<file path="src/rtl/hashrate_meter.sv">
// Hash-rate meter: counts hash_done pulses per window, converts the count to BCD
// by double-dabble and formats three significant digits with decimal point and unit.
module hashrate_meter #(
   parameter int unsigned WINDOW = 50_000_000
) (
   input  logic        clk,
   input  logic        rst,
   input  logic        enable,
   input  logic        hash_done,
   output logic [11:0] data,
   output logic [2:0]  dp,
   output logic [1:0]  unit,
   output logic        sat,
   output logic        valid
);

   // state | meaning
   // IDLE  | waiting for the terminal cycle of the measurement window
   // CONV  | 32 shift-add-3 steps turning the snapshot into 10 BCD digits
   // FMT   | pick three significant digits, dp and unit; pulse valid
   typedef enum logic [1:0] {S_IDLE, S_CONV, S_FMT} state_t;

   localparam int unsigned    WCW   = $clog2(WINDOW);
   localparam logic [WCW-1:0] WLAST = WCW'(WINDOW - 1);

   state_t         state_q, state_d;
   logic [WCW-1:0] wcnt_q, wcnt_d;
   logic [31:0]    acc_q, acc_d;
   logic           wsat_q, wsat_d;
   logic           snap_sat_q, snap_sat_d;
   logic [31:0]    bin_q, bin_d;
   logic [39:0]    bcd_q, bcd_d;
   logic [4:0]     step_q, step_d;
   logic [11:0]    data_q, data_d;
   logic [2:0]     dp_q, dp_d;
   logic [1:0]     unit_q, unit_d;
   logic           sat_q, sat_d;
   logic           valid_q, valid_d;

   logic           terminal;
   logic           acc_full;
   logic [31:0]    acc_next;
   logic           wsat_next;
   logic [39:0]    adj;
   logic [71:0]    shf;
   logic [3:0]     msd;
   logic [3:0]     top;
   logic [3:0]     lo;
   logic [3:0]     g3;
   logic [1:0]     unit_f;

   always_comb begin
      state_d    = state_q;
      wcnt_d     = wcnt_q;
      acc_d      = acc_q;
      wsat_d     = wsat_q;
      snap_sat_d = snap_sat_q;
      bin_d      = bin_q;
      bcd_d      = bcd_q;
      step_d     = step_q;
      data_d     = data_q;
      dp_d       = dp_q;
      unit_d     = unit_q;
      sat_d      = sat_q;
      valid_d    = 1'b0;

      terminal  = enable && (wcnt_q == WLAST);
      acc_full  = (acc_q == 32'hFFFF_FFFF);
      acc_next  = (hash_done && !acc_full) ? acc_q + 32'd1 : acc_q;
      wsat_next = wsat_q | (hash_done & acc_full);

      if (!enable || terminal) begin
         wcnt_d = '0;
         acc_d  = '0;
         wsat_d = 1'b0;
      end else begin
         wcnt_d = wcnt_q + 1'b1;
         acc_d  = acc_next;
         wsat_d = wsat_next;
      end

      adj = bcd_q;
      for (int i = 0; i < 10; i++) begin
         if (bcd_q[4*i +: 4] >= 4'd5) adj[4*i +: 4] = bcd_q[4*i +: 4] + 4'd3;
      end
      shf = {adj, bin_q} << 1;

      // Highest nonzero digit decides the scale; a zero value reads as "000".
      msd = 4'd0;
      for (int i = 0; i < 10; i++) begin
         if (bcd_q[4*i +: 4] != 4'd0) msd = 4'(i);
      end
      case (msd)
         4'd0, 4'd1, 4'd2: unit_f = 2'd0;
         4'd3, 4'd4, 4'd5: unit_f = 2'd1;
         4'd6, 4'd7, 4'd8: unit_f = 2'd2;
         default:          unit_f = 2'd3;
      endcase
      top = (msd < 4'd2) ? 4'd2 : msd;
      lo  = top - 4'd2;
      g3  = {2'b00, unit_f} * 4'd3;

      case (state_q)
         S_IDLE: begin
            if (terminal) begin
               bin_d      = acc_next;
               snap_sat_d = wsat_next;
               bcd_d      = '0;
               step_d     = '0;
               state_d    = S_CONV;
            end
         end
         S_CONV: begin
            bcd_d  = shf[71:32];
            bin_d  = shf[31:0];
            step_d = step_q + 5'd1;
            if (step_q == 5'd31) state_d = S_FMT;
         end
         S_FMT: begin
            data_d  = 12'(bcd_q >> {lo, 2'b00});
            dp_d    = (g3 > lo) ? (3'b001 << (g3 - lo)) : 3'b000;
            unit_d  = unit_f;
            sat_d   = snap_sat_q;
            valid_d = 1'b1;
            state_d = S_IDLE;
         end
         default: state_d = S_IDLE;
      endcase
   end

   always_ff @(posedge clk or posedge rst) begin
      if (rst) begin
         state_q    <= S_IDLE;
         wcnt_q     <= '0;
         acc_q      <= '0;
         wsat_q     <= 1'b0;
         snap_sat_q <= 1'b0;
         bin_q      <= '0;
         bcd_q      <= '0;
         step_q     <= '0;
         data_q     <= '0;
         dp_q       <= '0;
         unit_q     <= '0;
         sat_q      <= 1'b0;
         valid_q    <= 1'b0;
      end else begin
         state_q    <= state_d;
         wcnt_q     <= wcnt_d;
         acc_q      <= acc_d;
         wsat_q     <= wsat_d;
         snap_sat_q <= snap_sat_d;
         bin_q      <= bin_d;
         bcd_q      <= bcd_d;
         step_q     <= step_d;
         data_q     <= data_d;
         dp_q       <= dp_d;
         unit_q     <= unit_d;
         sat_q      <= sat_d;
         valid_q    <= valid_d;
      end
   end

   assign data  = data_q;
   assign dp    = dp_q;
   assign unit  = unit_q;
   assign sat   = sat_q;
   assign valid = valid_q;

endmodule

</file>
<file path="config.mk">
export PLATFORM = sky130hd
export DESIGN_NAME = hashrate_meter
export DESIGN_NICKNAME = d
export VERILOG_FILES = /design/src/rtl/hashrate_meter.sv
export SDC_FILE = /design/constraint.sdc
export NUM_CORES = 1
export LEC_CHECK = 0
export CORE_ASPECT_RATIO = 0.5
export CORE_MARGIN = 8
export CORE_UTILIZATION = 56
export DETAILED_ROUTE_END_ITERATION = 10
export GPL_TIMING_DRIVEN = 0
export PLACE_DENSITY = 0.73
export SLEW_MARGIN = 15
export SYNTH_ARGS = -nofsm -noshare
export SYNTH_HDL_FRONTEND = slang
export SYNTH_SLANG_ARGS = --single-unit
</file>
<file path="constraint.sdc">
create_clock -name clk -period 5.1 [get_ports clk]
set_input_delay 1.02 -clock clk [delete_from_list [all_inputs] [get_ports clk]]
set_output_delay 1.02 -clock clk [all_outputs]
set_load 0.05 [all_outputs]
</file>
# --- Word-level counts from Yosys, hierarchy flattened ---
# Memory sizes are Yosys's and may differ from the RTL's.
# Index checks and enable logic that the tools add are counted.
totals:
  register_bits: 158
  mem_bits_ro: 32
  in_bits: 4
  out_inout_bits: 19
  wordCells: 107
  memories: 1
op_classes:
  add_sub_neg: 15
  multipliers: 1
  n_lt_le_gt_ge: 12
  eq_ne: 7
  shifts: 2
  n_mux: 35
  bitwise_logic: 2
  n_reduce_logical: 19
mem_list:
  columns: ["name", "depth", "word_bits", "read_ports", "rd_clocked_by_memory_dff", "write_ports", "line", "source"]
  rows:
  - ["(no name shown)", 16, 2, 1, 0, 0, "93", "case (msd)"]
op_table:
  columns: ["cell", "n"]
  rows:
  - ["$mux W32", 3]
  - ["$pmux W40 S2", 1]
  - ["$mux W4", 18]
  - ["$pmux W32 S2", 1]
  - ["$ge A4 B3 Y1 const B", 10]
  - ["$mux W40", 1]
  - ["$shr A40 B6 Y12", 1]
  - ["$add A4 B2 Y4 const B", 9]
  - ["$reduce_bool A4 Y1", 9]
  - ["$add A32 B1 Y32 const B", 1]
  - ["$eq A32 B32 Y1 const B", 1]
  - ["$add A26 B1 Y26 const B", 1]
  - ["$eq A26 B26 Y1 const B", 1]
  - ["$mux W26", 1]
  - ["$pmux W5 S2", 1]
  - ["$mux W3", 2]
  - ["$reduce_and A2 Y1", 3]
  - ["$add A5 B1 Y5 const B", 1]
  - ["$eq A5 B5 Y1 const B", 1]
  - ["$mux W5", 1]
  - ["$gt A4 B4 Y1", 1]
  - ["$lt A4 B2 Y1 const B", 1]
  - ["$mul A2 B2 Y4 const B", 1]
  - ["$mux W2", 2]
  - ["16 further kinds", 21]

# --- Longest topological paths before layout ---
depth:
  word_depth: 16
  depth_mapped: 17
  ltp_nobuf: 17

# --- Worst setup path after synthesis ---
# Ideal clock, no wire load.
synth_timing:
  path_type: "reg-to-reg"
  from: "reg bcd_q[24]"
  to: "reg dp_q[0] (netlist: dp[0])"
  setup_ns: 0.122
  arrival_time_ns: 3.264
  required_ns: 4.978
  setup_slack_ns: 1.714
  path_stages_with_launch: 17
  path_buffers: 0
  period_less_slack_ns: 3.386
  path_cell_list: "dfrtp_1 > inv_1 > ha_1 > nor3b_4 > o41ai_1 > o21ai_2 > a21oi_1 > nor3_1 > nor2_1 > ha_1 > inv_1 > ha_1 > a21o_1 > a21oi_1 > mux2i_1 > nor3_1 > a32o_1"
synth_via:
  elab_chain_len: 11
  elab_cells_between_ends: 14
  cone_classes: "add/sub (2); mul (1); order compare (2); shift (1); mux (6); reduce/logical (1); memory (1)"
synth_rtl:
  columns: ["item", "line", "source"]
  rows:
  - ["start: declaration", "32", "logic [39:0] bcd_q, bcd_d;"]
  - ["start signal: assignment", "139", "bcd_q <= '0;"]
  - ["start signal: assignment", "153", "bcd_q <= bcd_d;"]
  - ["$reduce_bool A4 Y1 (*)", "91", "if (bcd_q[4*i +: 4] != 4'd0) msd = 4'(i);"]
  - ["$mux W4 (*) (4 in a row)", "91", null]
  - ["branches (longest 5 deep; another with $mul A2 B2 Y4)", null, null]
  - ["$mux W3 (*)", "121", "dp_d = (g3 > lo) ? (3'b001 << (g3 - lo)) : 3'b000;"]
  - ["end signal: assignment", "156", "dp_q <= dp_d;"]
  - ["end: declaration", "35", "logic [2:0] dp_q, dp_d;"]
# Every way passes the cells marked *.
# A chain may end at the register's enable or synchronous reset.

# --- Worst setup path after layout ---
layout_timing:
  from: "reg bcd_q[20]"
  to: "reg data_q[1] (netlist: data[1])"
layout_via:
  elab_chain_len: 10
layout_rtl:
  columns: ["item", "line", "source"]
  rows:
  - ["$reduce_bool A4 Y1 (*)", "91", null]
  - ["$mux W4 (*) (5 in a row)", "91", null]
  - ["$lt A4 B2 Y1", "99", "top = (msd < 4'd2) ? 4'd2 : msd;"]
  - ["$mux W4 (*)", "99", null]
  - ["$sub A4 B2 Y4 (*)", "100", "lo = top - 4'd2;"]
  - ["$shr A40 B6 Y12 (*)", "120", "data_d = 12'(bcd_q >> {lo, 2'b00});"]
  - ["end signal: assignment", "155", "data_q <= data_d;"]
  - ["end: declaration", "34", "logic [11:0] data_q, data_d;"]
# Every way passes the cells marked *; elsewhere a longest branch is shown, timed or not.

==> results.toml <==
[outcome]
status = "complete, no violations"

[worst_setup_path]
cp_num_cells = 13
worstPathMaxFanout = 11
crit_buf_inv = 5
end_kind = "flop"
crit_arrival_ns = 4.84
crit_type = "reg -> reg"
cp.required_ns = 5.44
critical_path.startpoint_type = "flop"
worstRegToRegCells = 13
worstSetupStartpoint = "bcd_q[20]"
max_stage_delay_ns = 0.50
crit_slowest_cell = "ha_1"
crit_family = "buffers and inverters"
timing.rr.start = "bcd_q[20]"
crit_chain = "inv_1 > ha_1 > nor3b_1 > nand2_1 > a31oi_4 > inv_2 > clkbuf_1 > ha_1 > clkbuf_1 > inv_1 > nor2_1 > a32oi_1 > o211ai_1"

[route]
drc = 0
dr.pass1.iters = 6
postRouteAntennaNets = 0
drt_iter0_markers = 582
wl_microns = 22600
avgViaCountPerCell = 6.16
route.vias.total = 7372
wl_per_cell_microns = 18.9

[logic_synthesis]
yosysWarnings = 0
netlist_area_sq_um = 8900
synth_nets = 973
synth_flop_cell = "dfrtp_1"
synth_seq_cells = 158
synth.yosys.seq_area_share_pct = 44.4
syn_avg_cell_area_sq_um = 9.52
yosysUniqueCellTypes = 71
synth_edf_count = 0
async_reset_ff_share_pct = 100
netlist_instances = 935

[die]
boundaryPins = 23
die_y_microns = 105
core_area_sq_um = 15500
die_area_sq_um = 20400
rows = 32
fp.dieW_microns = 194
start_util_pct = 57.6

[clocking]
cts_setup_buffers = 0
cts_hold_buf = 0
htreeDepth = 4
cts_resized = 0
clock_path_buffers = 2
cts_tree = "done"
clk_latency_ns = 0.43
clkTransAtPathRegs_ns = 0.07
cts_buffers = 17
root_buffer = "clkbuf_16"
clock-sinks = 158

[finish]
syn2layout_area_growth_pct = 13.0
fillers = 1280
final_cells = 1197
drive_above_1_share_pct = 8.86
fin_nets = 1018
n_antenna_cell = 0

[sta]
slew_viol_final = 0
max-slew-margin-rel_pct = 50.7
setup_viol = 0
fin_crit_ns = 4.50
clock_skew_ns = 0.0104
final.setup.tns_ns = 0
tightest_slew_ns = 0.740
fmax_mhz = 222
fin_crit_sh_pct = 88.2
rsz0062_at_grt = "no"
finalHoldViolCount = 0

[pwr]
power.leakage_uw = 0.00422
clock_power_share_pct = 49.7
p_seq_share_pct = 48.2
power_per_cell_area_nw_per_um2 = 260
ir_worst_vdd_mv = 0.271
swShare_pct = 24.6
p_switching_uw = 643
cell_internal_pwr_uw = 1970
power_uw = 2610
combPwrFrac_pct = 2.1

[grt]
grt_use_total_pct = 22.2
grt_overflow = 0
grt_max_degree = 38
grt_first_pass_wirelength_microns = 37100
grt_pass1_vias = 7267
antenna_found_initial = 0

[hold_path]
hp-start = "unit[0]"
min_path_type = "reg -> reg"
whs_path_depth = 2

[placement]
placed_cells = 1165
dp_hpwl_microns = 16200
portBuffers = 22
place_congestion = 0.915

[job]
drv_cap = 0
-- worst reg2reg max path, stage by stage, from the launching register on --
cell,delay [ns]
dfrtp_1,0.46
inv_1,0.20
ha_1,0.28
nor3b_1,0.46
nand2_1,0.28
a31oi_4,0.47
inv_2,0.15
clkbuf_1,0.33
ha_1,0.50
clkbuf_1,0.41
inv_1,0.13
nor2_1,0.41
a32oi_1,0.18
o211ai_1,0.15
-- sequential cells by signal (all words and copies together) (netlist names), 2 cells and up --
register	flops
acc_q	32
state_q	2
dp	3
bin_q	32
wcnt_q	26
unit	2
step_q	5
data	12
bcd_q	40
-- through the flow --
| step | worst slack (ns) | util, % | cell area (sq um) | hold WS, ns |
|---|---|---|---|---|
| 6_report | 0.600 | 65.0 | 10100 | 0.477 |
| 5_1_grt | 0.428 | 65.0 | 10100 | 0.521 |
| 4_1_cts | 0.787 | 65.0 | 10100 | 0.484 |
| 3_5_place_dp | 0.797 | 61.2 | 9460 | 0.469 |
| 3_3_place_gp | 0.780 | 60.7 | 9380 | 0.462 |
| 2_1_floorplan | 1.71 | - | 8900 | 0.439 |
-- layout by cell type (no fill, tap or decap), drive strengths merged, types with 16 or more instances in the layout --
master,instances
xnor2,30
ha,33
a22oi,30
o22ai,21
clkdlybuf4s50,22
dfrtp,158
clkbuf,48
inv,44
o211ai,28
nand3,49
a21oi,43
buf,27
nand2,83
o21ai,65
nor2,99
xor2,33
nand4,16
-- synthesized netlist by cell type (all sizes together), types with 3 or more instances --
master	count	share of area (%)
mux2i	14	1.6
o32ai	3	0.30
a31oi	6	0.59
o22ai	21	1.5
a21oi	43	2.7
and3	11	0.77
inv	36	1.5
nand4	16	1.1
clkbuf	30	1.3
a32o	13	1.5
nor3b	10	1.2
a32oi	6	0.59
nand3	49	2.8
dfrtp	158	44
ha	33	4.6
xnor2	30	3.0
mux2	5	0.63
a21o	3	0.25
or3	4	0.34
o21ai	65	3.7
nor2	99	4.2
o311ai	4	0.39
and4	5	0.49
nand2	83	3.6
a22o	4	0.39
nor4	4	0.62
a22oi	30	2.5
a221oi	3	0.37
and2	5	0.35
xor2	33	3.2
buf	23	2.0
o31ai	13	1.1
a211oi	5	0.48
nand2b	13	0.91
nor3	11	0.68
o211ai	28	2.6
-- area by class of cell --
cell class	count	area (sq um)	share of cell area, %
multi-input cells	688	4520	44.9
repair buffers	26	300	2.99
inverters	36	141	1.41
clock inverters	14	166	1.66
well taps	204	255	2.54
flip-flops and latches	158	3950	39.3
plain buffers	53	290	2.89
clock buffers	18	429	4.27
-- layer usage --
layer	GRT usage [%]	vias to the layer above	routed length [microns]
met5	0	-	0
met4	7.75	0	557
met3	5.44	55	1710
met2	36.6	271	10400
met1	28.5	3569	9960
li1	-	3477	-
-- worst paths after layout --
kind | slack (ns) | endpoint
hold / removal | 0.48 | unit[0]
max in group asynchronous | 3.03 | acc_q[9]
hold reg to reg | 0.48 | unit[0]
min in group asynchronous | 1.02 | bcd_q[18]
setup / recovery | 0.60 | data[1]
setup reg to reg | 0.60 | data[1]
-- power by group through the flow --
| stage | clock, uW | combinational [uW] | sequential (uW) |
|---|---|---|---|
| CTS | 1310 | 57.5 | 1260 |
| finish | 1300 | 54.7 | 1260 |
| global placement | 0 | 48.3 | 1290 |
| global route | 1360 | 63.8 | 1260 |
| floorplan | 0 | 33.4 | 1280 |
| detailed placement | 0 | 57.4 | 1280 |
-- kinds of logic after synthesis --
kind of cell,share of synthesized area (%)
compound gates,20.0
xor+xnor,6.20
simple gates,17.5
buf+inv,4.81
flops,44.4
mux,2.21
fa+ha+maj,4.87
No activity file was read; power rests on OpenSTA's default activity.
